## src/rtl/regfile_pkg.sv

```systemverilog
// Shared constants and helpers for the pipelined register file.
// Field extraction is width-agnostic so the top can slice any packed port bus.
package regfile_pkg;

    localparam int REG_DATA_W  = 32;
    localparam int REG_ADDR_W  = 5;
    localparam int REG_ZERO    = 0;

    localparam int FIELD_MAX_W = 256;
    localparam int FIELD_OUT_W = 64;

    function automatic logic [FIELD_OUT_W-1:0] getField(
        input logic [FIELD_MAX_W-1:0] vec,
        input int                     idx,
        input int                     width
    );
        logic [FIELD_MAX_W-1:0] shifted;
        logic [FIELD_OUT_W-1:0] mask;
        shifted = vec >> (idx * width);
        mask    = (FIELD_OUT_W'(1) << width) - FIELD_OUT_W'(1);
        return shifted[FIELD_OUT_W-1:0] & mask;
    endfunction

endpackage

```

## src/rtl/regfile_if.sv

```systemverilog
// Register-file bus: packed read ports, writeback port and scoreboard controls.
interface regfile_if
    import regfile_pkg::*;
#(
    parameter int DATA_W = REG_DATA_W,
    parameter int ADDR_W = REG_ADDR_W,
    parameter int NUM_RD = 2
) ();

    logic [NUM_RD*ADDR_W-1:0] rd_addr;
    logic [NUM_RD*DATA_W-1:0] rd_data;
    logic [NUM_RD-1:0]        rd_busy;
    logic                     wr_en;
    logic [ADDR_W-1:0]        wr_addr;
    logic [DATA_W-1:0]        wr_data;
    logic                     alloc_en;
    logic [ADDR_W-1:0]        alloc_addr;
    logic                     flush;

    modport master (
        output rd_addr, wr_en, wr_addr, wr_data, alloc_en, alloc_addr, flush,
        input  rd_data, rd_busy
    );

    modport slave (
        input  rd_addr, wr_en, wr_addr, wr_data, alloc_en, alloc_addr, flush,
        output rd_data, rd_busy
    );

endinterface

```

## src/rtl/regfile_read_port.sv

```systemverilog
// One combinational read port: zero register, writeback bypass, then array value.
module regfile_read_port
    import regfile_pkg::*;
#(
    parameter int DATA_W   = REG_DATA_W,
    parameter int ADDR_W   = REG_ADDR_W,
    parameter int ZERO_REG = 1,
    parameter int BYPASS   = 1
) (
    input  logic [ADDR_W-1:0] addr,
    input  logic [DATA_W-1:0] memData,
    input  logic              busyBit,
    input  logic              wrEn,
    input  logic [ADDR_W-1:0] wrAddr,
    input  logic [DATA_W-1:0] wrData,
    output logic [DATA_W-1:0] data,
    output logic              busy
);

    logic isZero;
    logic hit;

    always_comb begin
        isZero = (ZERO_REG != 0) && (addr == ADDR_W'(REG_ZERO));
        hit    = (BYPASS != 0) && wrEn && (wrAddr == addr);
        if (isZero) begin
            data = '0;
        end else if (hit) begin
            data = wrData;
        end else begin
            data = memData;
        end
        // The producer retiring this cycle is already visible, so it no longer blocks.
        busy = busyBit && !isZero && !hit;
    end

endmodule

```

## src/rtl/regfile_bypass.sv

```systemverilog
// Parametrised register file with same-cycle bypass, zero register and a
// per-register pending-write scoreboard for RAW hazard detection in decode.
module regfile_bypass
    import regfile_pkg::*;
#(
    parameter int DATA_W   = REG_DATA_W,
    parameter int ADDR_W   = REG_ADDR_W,
    parameter int NUM_RD   = 2,
    parameter int ZERO_REG = 1,
    parameter int BYPASS   = 1
) (
    input logic     clk,
    input logic     rst,
    regfile_if.slave bus
);

    localparam int DEPTH = 2 ** ADDR_W;

    logic [DATA_W-1:0] mem [DEPTH];
    logic [DEPTH-1:0]  busyVec;
    logic              wrLive;
    logic              wrToZero;

    // Bypass must stay quiet while reset holds the outputs at zero.
    assign wrLive   = bus.wr_en && !rst;
    assign wrToZero = (ZERO_REG != 0) && (bus.wr_addr == ADDR_W'(REG_ZERO));

    always_ff @(posedge clk or posedge rst) begin
        if (rst) begin
            for (int k = 0; k < DEPTH; k++) begin
                mem[k] <= '0;
            end
        end else if (bus.wr_en && !wrToZero) begin
            mem[bus.wr_addr] <= bus.wr_data;
        end
    end

    // Later assignments win: alloc overrides a same-address writeback clear.
    always_ff @(posedge clk or posedge rst) begin
        if (rst) begin
            busyVec <= '0;
        end else if (bus.flush) begin
            busyVec <= '0;
        end else begin
            if (bus.wr_en) begin
                busyVec[bus.wr_addr] <= 1'b0;
            end
            if (bus.alloc_en) begin
                busyVec[bus.alloc_addr] <= 1'b1;
            end
            if (ZERO_REG != 0) begin
                busyVec[REG_ZERO] <= 1'b0;
            end
        end
    end

    for (genvar i = 0; i < NUM_RD; i++) begin : gPort
        logic [ADDR_W-1:0] addr;
        logic [DATA_W-1:0] data;
        logic              busyOut;

        assign addr = ADDR_W'(getField(FIELD_MAX_W'(bus.rd_addr), i, ADDR_W));

        regfile_read_port #(
            .DATA_W   (DATA_W),
            .ADDR_W   (ADDR_W),
            .ZERO_REG (ZERO_REG),
            .BYPASS   (BYPASS)
        ) uPort (
            .addr    (addr),
            .memData (mem[addr]),
            .busyBit (busyVec[addr]),
            .wrEn    (wrLive),
            .wrAddr  (bus.wr_addr),
            .wrData  (bus.wr_data),
            .data    (data),
            .busy    (busyOut)
        );

        assign bus.rd_data[i*DATA_W +: DATA_W] = data;
        assign bus.rd_busy[i]                  = busyOut;
    end

endmodule

```

## src/flat_wrapper.sv

```systemverilog
// flat-port wrapper written by rule: the top's interface ports become plain ports
module regfile_bypass_flat import regfile_pkg::*;
#(
    parameter int DATA_W   = REG_DATA_W,
    parameter int ADDR_W   = REG_ADDR_W,
    parameter int NUM_RD   = 2,
    parameter int ZERO_REG = 1,
    parameter int BYPASS   = 1
)
  (clk, rst, bus_rd_addr, bus_wr_en, bus_wr_addr, bus_wr_data, bus_alloc_en, bus_alloc_addr, bus_flush, bus_rd_data, bus_rd_busy);
  regfile_if #(.DATA_W(DATA_W), .ADDR_W(ADDR_W), .NUM_RD(NUM_RD)) bus_i ();
  input logic clk;
  input logic rst;
  input wire logic [$bits(bus_i.rd_addr)-1:0] bus_rd_addr;
  input wire logic [$bits(bus_i.wr_en)-1:0] bus_wr_en;
  input wire logic [$bits(bus_i.wr_addr)-1:0] bus_wr_addr;
  input wire logic [$bits(bus_i.wr_data)-1:0] bus_wr_data;
  input wire logic [$bits(bus_i.alloc_en)-1:0] bus_alloc_en;
  input wire logic [$bits(bus_i.alloc_addr)-1:0] bus_alloc_addr;
  input wire logic [$bits(bus_i.flush)-1:0] bus_flush;
  output wire logic [$bits(bus_i.rd_data)-1:0] bus_rd_data;
  output wire logic [$bits(bus_i.rd_busy)-1:0] bus_rd_busy;
  assign bus_i.rd_addr = bus_rd_addr;
  assign bus_i.wr_en = bus_wr_en;
  assign bus_i.wr_addr = bus_wr_addr;
  assign bus_i.wr_data = bus_wr_data;
  assign bus_i.alloc_en = bus_alloc_en;
  assign bus_i.alloc_addr = bus_alloc_addr;
  assign bus_i.flush = bus_flush;
  assign bus_rd_data = bus_i.rd_data;
  assign bus_rd_busy = bus_i.rd_busy;
  regfile_bypass #(.DATA_W(DATA_W), .ADDR_W(ADDR_W), .NUM_RD(NUM_RD), .ZERO_REG(ZERO_REG), .BYPASS(BYPASS)) u_core (.clk(clk), .rst(rst), .bus(bus_i));
endmodule
```

## config.mk

```make
export PLATFORM = sky130hd
export DESIGN_NAME = regfile_bypass_flat
export DESIGN_NICKNAME = d
export VERILOG_FILES = /design/src/rtl/regfile_pkg.sv /design/src/rtl/regfile_if.sv /design/src/rtl/regfile_read_port.sv /design/src/rtl/regfile_bypass.sv /design/src/flat_wrapper.sv
export SDC_FILE = /design/constraint.sdc
export NUM_CORES = 2
export LEC_CHECK = 0
export BUFFER_PORTS_ARGS = -buffer_cell sky130_fd_sc_hd__buf_2
export CORE_MARGIN = 4
export CORE_UTILIZATION = 55
export CTS_CLUSTER_SIZE = 14
export DETAILED_ROUTE_END_ITERATION = 10
export PLACE_DENSITY = 0.71
export SYNTH_ARGS = -nofsm -noshare
export SYNTH_HDL_FRONTEND = slang
export SYNTH_SLANG_ARGS = --single-unit
```

## constraint.sdc

```tcl
create_clock -name clk -period 110.2 [get_ports clk]
set_clock_uncertainty 0.1 [all_clocks]
set_input_delay 27.55 -clock clk [delete_from_list [all_inputs] [get_ports clk]]
set_output_delay 27.55 -clock clk [all_outputs]
set_load 0.01 [all_outputs]
```

Word-level counts from Yosys, hierarchy flattened:

Index checks and enable logic that the tools add are counted.

* register bits after elaboration: 1056
* input port bits: 57
* output and inout bits: 66
* word-level logic and storage cells: 96

* $lt $le $gt $ge: 10
* eq/ne operators: 2
* muxes and demuxes: 25
* bitwise logic cells: 6
* reduce and logical (&&, ||, !) cells: 20

Operators by type and width (count)
* $bwmux W1024: 1
* $mux W32: 13
* $bmux W32 S5: 2
* $demux W32 S5: 1
* $and A32 B32 Y32: 1
* $not A32 Y32: 1
* $or A32 B32 Y32: 1
* $lt A5 B6 Y1 const B: 4
* $ge A6 B6 Y1 const B: 3
* $not A5 Y6: 3
* $logic_not A5 Y1: 3
* $logic_and A1 B1 Y1: 11
* $bmux W1 S5: 2
* $demux W1 S5: 2
* $eq A5 B5 Y1: 2
* $ge A5 B1 Y1 const B: 2
* $logic_not A1 Y1: 6
* $lt A6 B1 Y1 const B: 1
* $mux W1: 4

Depth between registers and ports, before layout:

* word-level depth: 11
* mapped depth: 10

By module:

A second synthesis with hierarchy kept.

* cells, all modules: 3758
* area total of the unflattened synthesis: 57034.7 um^2

Modules (own cells, without submodules)
* regfile_bypass: times used 1, cells each 3506, area an instance 55478.2 um^2, sequential area each 26400.3 um^2
* regfile_read_port: times used 2, cells each 126, area an instance 778.2 um^2, sequential area each 0.0 um^2

Worst setup path before layout:

No wires, ideal clock.

* path kind: input to output
* start point: input bus_rd_addr[1]
* end point: output bus_rd_data[11]
* arrival time: 29.189 ns
* data required time: 82.550 ns
* slack: 53.361 ns
* stages: 8
* buffers on the path: 4
* cells stage by stage: buf_2 > buf_4 > buf_2 > clkbuf_1 > mux4_2 > o21ai_0 > nand3_1 > a22o_1

* cells in the longest elaborated chain, start to end: 6

RTL lines
* from (decl): RTL line flat_wrapper.sv:14 `input wire logic [$bits(bus_i.rd_addr)-1:0] bus_rd_addr;`
* $not A5 Y6 (implied by the code): RTL line regfile_bypass.sv:71 `.memData (mem[addr]),`
* $bmux W32 S5: RTL line regfile_bypass.sv:71
* $mux W32 (implied by the code) (2 in series): RTL line regfile_bypass.sv:71
* $mux W32: RTL line regfile_read_port.sv:28 `end else if (hit) begin`
* $mux W32 (*): RTL line regfile_read_port.sv:26 `if (isZero) begin`
* to (decl): RTL line flat_wrapper.sv:21 `output wire logic [$bits(bus_i.rd_data)-1:0] bus_rd_data;`

Mark *: on every way between the ends. The rest lies on a longest branch, timed or not. The select of a mux whose other input is x is not followed.

Final worst setup path:

* start point: input bus_rd_addr[5]
* end point: output bus_rd_data[47]

The elaborated chain is that of the path after synthesis.

==> impl.org <==
** Die
- FP Rows :: 118
- The total area inside the core boundary comes to 103000 um^2.
- The die covers 109000 um^2.
- The die is 331 um wide.
- Once the floorplan was initialized, standard cells occupied 55.3% of the core.
- Top Ports :: 123
- The die is 331 um tall.

** Placed design
- Summed over all nets, the half-perimeter wirelength after detailed placement is 102000 um.
- Instance count after placement with tap cells included :: 5163
- The count of buffers added on input and output ports is 122.
- The congestion estimate from routability-driven global placement came to 0.829.

** Synthesis
- Async set-reset flop share out of synthesis :: 100%
- The Yosys step of the flow raised 0 warnings.
- After technology mapping, the gate count stands at 4026.
- In the synthesized netlist the dominant register cell turns out to be dfrtp_1.
- Cell type with the highest aggregate area in the netlist :: dfrtp_1
- After synthesis, the largest area contributor takes up 46.1% of total cell area.
- After synthesis, the cell types taking the most area are dfrtp_1, mux2_2, mux4_2.
- Nets in the synthesized netlist :: 4083
- A synthesized cell averages 14.2 um^2.
- After synthesis the cells add up to 57300 um^2.
- Register bit total from synthesis :: 1055
- For this run, the register share of the synthesized area comes to 46.1%.
- Counting flops with a built-in enable in the synthesized netlist gives 0.
- The netlist uses 71 different library cells.

** Layout
- In the final design database the tool counted 3952 nets.
- In the final layout, the share of cells above drive strength 1 is 47.0%.
- From synthesis to final layout, the design area changed by 8.47%.
- Measured on the finished design, the core utilization comes to 60.0%.
- Fill cell instance count of the final layout :: 8017
- Number of cells in the finished layout apart from fillers :: 5376

** Run
- Max-Cap Viols :: 0

** Global route
- The number of antenna violations at the first check in global routing was 13.
- Maximum number of pins on one net before global-route repair :: 175
- Global routing finished with a remaining overflow of 0.
- GRT Total Usage :: 33.9%
- The first global-routing pass estimated 271000 um of wire.
- The number of global-route vias before repair was 39200.

** Setup path
- End of the worst register-to-register path :: u_core.mem[879]
- Crit path capture type :: primary output
- Tracing the worst setup path back leads to its startpoint at bus_rd_addr[5].
- In this run the critical register-to-register path is launched from u_core.mem[879].
- CP max stage delay :: 0.91 ns
- Across all register-to-register paths, the minimum setup slack is 109.28 ns.
- At the worst endpoint, the required time is 82.55 ns.
- The worst setup path is launched from an input pin.
- Largest fanout on the critical path :: 60
- The cell that appears most often on the critical path is buf_4.
- The critical path is of the input pin to primary output type.
- Traced cell by cell, the critical path runs through buf_8 > buf_4 > buf_4 > mux4_2 > nor2b_1 > a221o_1 > a221oi_1 > a21oi_1 > buf_2.
- Crit path depth :: 9
- Crit path arrival time :: 31.94 ns
- Critical path capture point :: bus_rd_data[47]
- Critical path buffers and inverters :: 4
- Counting cells, the worst reg-to-reg path comes to 1.
- The slowest stage of the critical path is the buf_4 cell.
- Broken down by cell family, the worst path's largest delay share belongs to buffers and inverters.

** Power
- The analysis attributes to net switching a power of 0.309 mW.
- Net switching is 27.4% of the power.
- Registers are responsible for 45.5% of the overall power.
- Combinational logic is responsible for 19.8% of the overall power.
- Part of the total power dissipated in the clock network :: 34.8%
- Power comes to 1.13 mW.
- LEAKAGE :: 27.0 nW
- Power Internal :: 0.817 mW
- Power per unit of standard cell area :: 18.1 nW/um^2
- Maximum vdd drop :: 15.6 uV

** Timing
- In this run the tightest slew margin relative to its limit is 11.0%.
- The number of slew-limit violations in the final report was 0.
- Time the final worst path needs with I/O delays and setup :: 59.59 ns
- Worst hold slack :: 0.298 ns
- For the pin with the worst max-slew slack, the measured transition is 1.33 ns.
- Setup violations remaining at the end of the flow were counted as 0.
- Setup total negative slack on the finished layout was measured at 0 ns.
- Number of hold violations in the final report :: 0
- RSZ-0062 raised after global routing :: no
- The final critical path takes up 54.1% of the cycle.
- Timing would allow up to 16.8 MHz.

** Drt
- Post-route DRC :: 0
- Total vias in the final route :: 38700
- Wire per inst :: 34.2 um
- Wirelength, routed :: 184000 um
- Detailed router's first-iteration violation count :: 4573
- Before antenna repair, the detailed router went through 6 iterations.
- The count of nets left with antenna violations once routing finished came out at 0.
- In the final routing, the length of wire on met1 measures 72000 um.
- Routed signal wires occupy layers up through met5.
- In the detailed route, the total length drawn on met3 is 17300 um.
- Average vias per placed instance :: 7.21
- Met2 routed WL :: 84500 um

** Clock tree
- Buffer cell driving the clock tree root :: clkbuf_16
- No sink is reached through more buffers than the 3 on the longest clock path.
- Total number of clock tree sinks :: 1055
- Hold buffers post-CTS :: 0
- Post-CTS timing repair inserted 0 buffers for setup.
- TritonCTS built the clock tree.
- Post-cts resize count :: 0
- Clock insertion delay at the later pin of the skew report :: 0.70 ns
- Clock-pin slew on the worst setup and hold paths :: 0.06 ns
- The H-tree generated during clock tree synthesis spans 3 levels.
- Clock buffers created by TritonCTS :: 110

** Hold path
- The worst hold path belongs to the class register to register.

** Status
- The flow ran to the end, and the final reports show no timing, DRC or antenna violations.
-- flip-flops by register name (all words and copies together), names as in the netlist --
signal	count
u_core.mem	1024
u_core.busyVec	31
-- kinds of logic (layout without fill, tap and decap cells) --
logic type             count (synthesis)  after routing  share of synthesized area, %
multiplexers                        1674           1674                          40.6
other                                  0              6                             0
buffers and inverters                455            419                          4.01
XOR/XNOR                              10             10                         0.153
flip-flops                          1055           1055                          46.1
AND/OR/NAND/NOR                      342            342                          2.90
AO/OA/AOI/OAI                        490            490                          6.20
-- final cells by class --
| cell class | instances | area [um^2] | area share (%) |
|---|---|---|---|
| diodes | 6 | 15.0 | 0.0242 |
| flip-flops and latches | 1055 | 26400 | 42.5 |
| inverters | 8 | 38.8 | 0.0624 |
| well taps | 1380 | 1730 | 2.78 |
| clock buffers | 164 | 3300 | 5.31 |
| clock inverters | 43 | 498 | 0.802 |
| multi-input cells | 2516 | 28800 | 46.4 |
| repair buffers | 204 | 1340 | 2.16 |
-- through the flow --
stage	setup WS, ns	area, um^2
floorplan	52.85	57300
global placement	50.64	58300
detailed placement	50.64	58300
CTS	50.63	62100
global route	50.33	62100
finish	50.61	62100
-- worst min path at each step --
stage                      from                to  slack (ns)  depth (start not counted)
2_1_floorplan  u_core.mem[1015]  u_core.mem[1015]        0.34                          1
3_5_place_dp   u_core.mem[1015]  u_core.mem[1015]        0.28                          0
3_3_place_gp   u_core.mem[1012]  u_core.mem[1012]        0.28                          0
5_1_grt        u_core.mem[1004]  u_core.mem[1004]        0.31                          0
6_report        u_core.mem[998]   u_core.mem[998]        0.30                          0
4_1_cts        u_core.mem[1015]  u_core.mem[1015]        0.30                          0
-- power by group through the flow --
stage	logic (mW)	clock network, mW	registers, mW
final	0.223	0.391	0.512
after global routing	0.238	0.412	0.520
after CTS	0.222	0.395	0.509
after detailed placement	0.221	0	0.516
after global placement	0.216	0	0.511
after floorplan	0.178	0	0.500
-- cells in the final DEF (no fill, tap or decap), types with 7 or more instances in the layout --
cell,n
a22o_1,26
nor3b_1,10
mux2_1,9
mux2_2,1011
a211oi_1,21
o22ai_1,106
nand2_1,89
clkbuf_16,111
and3_1,10
buf_4,79
buf_2,115
o2111a_1,9
nand2_2,12
nor2_1,68
a21oi_1,34
mux4_2,406
clkbuf_1,21
nand2b_1,9
a22oi_1,34
xnor2_1,10
a221oi_1,68
clkinv_2,24
or2_2,7
mux2i_1,238
dfrtp_1,1055
nor2_4,17
mux4_1,10
bufinv_16,10
o211ai_1,24
a221o_1,17
nor4_1,11
o21ai_0,89
nand3_1,33
clkbuf_8,32
nor3_1,18
nor2b_1,15
o21a_1,8
a32oi_1,7
-- synthesized netlist by cell type (17+ instances only) --
library cell / instances
o211ai_1: 24
clkbuf_1: 216
mux4_2: 406
a221oi_1: 68
dfrtp_1: 1055
a21oi_1: 35
a22oi_1: 34
buf_1: 46
o22ai_1: 106
buf_6: 28
a211oi_1: 21
buf_4: 29
o21ai_0: 90
a22o_1: 26
nor2b_1: 18
a221o_1: 17
buf_2: 119
mux2_2: 1011
nor3_1: 21
nand3_1: 33
mux2i_1: 238
nor2_1: 88
nand2_1: 104
-- metal layers --
metal	track usage (%)	vias up
li1	-	15300
met1	46.5	20700
met4	15.3	6
met3	7.64	543
met5	0	-
met2	52.2	2134
Power figures use the tool's default switching activity.
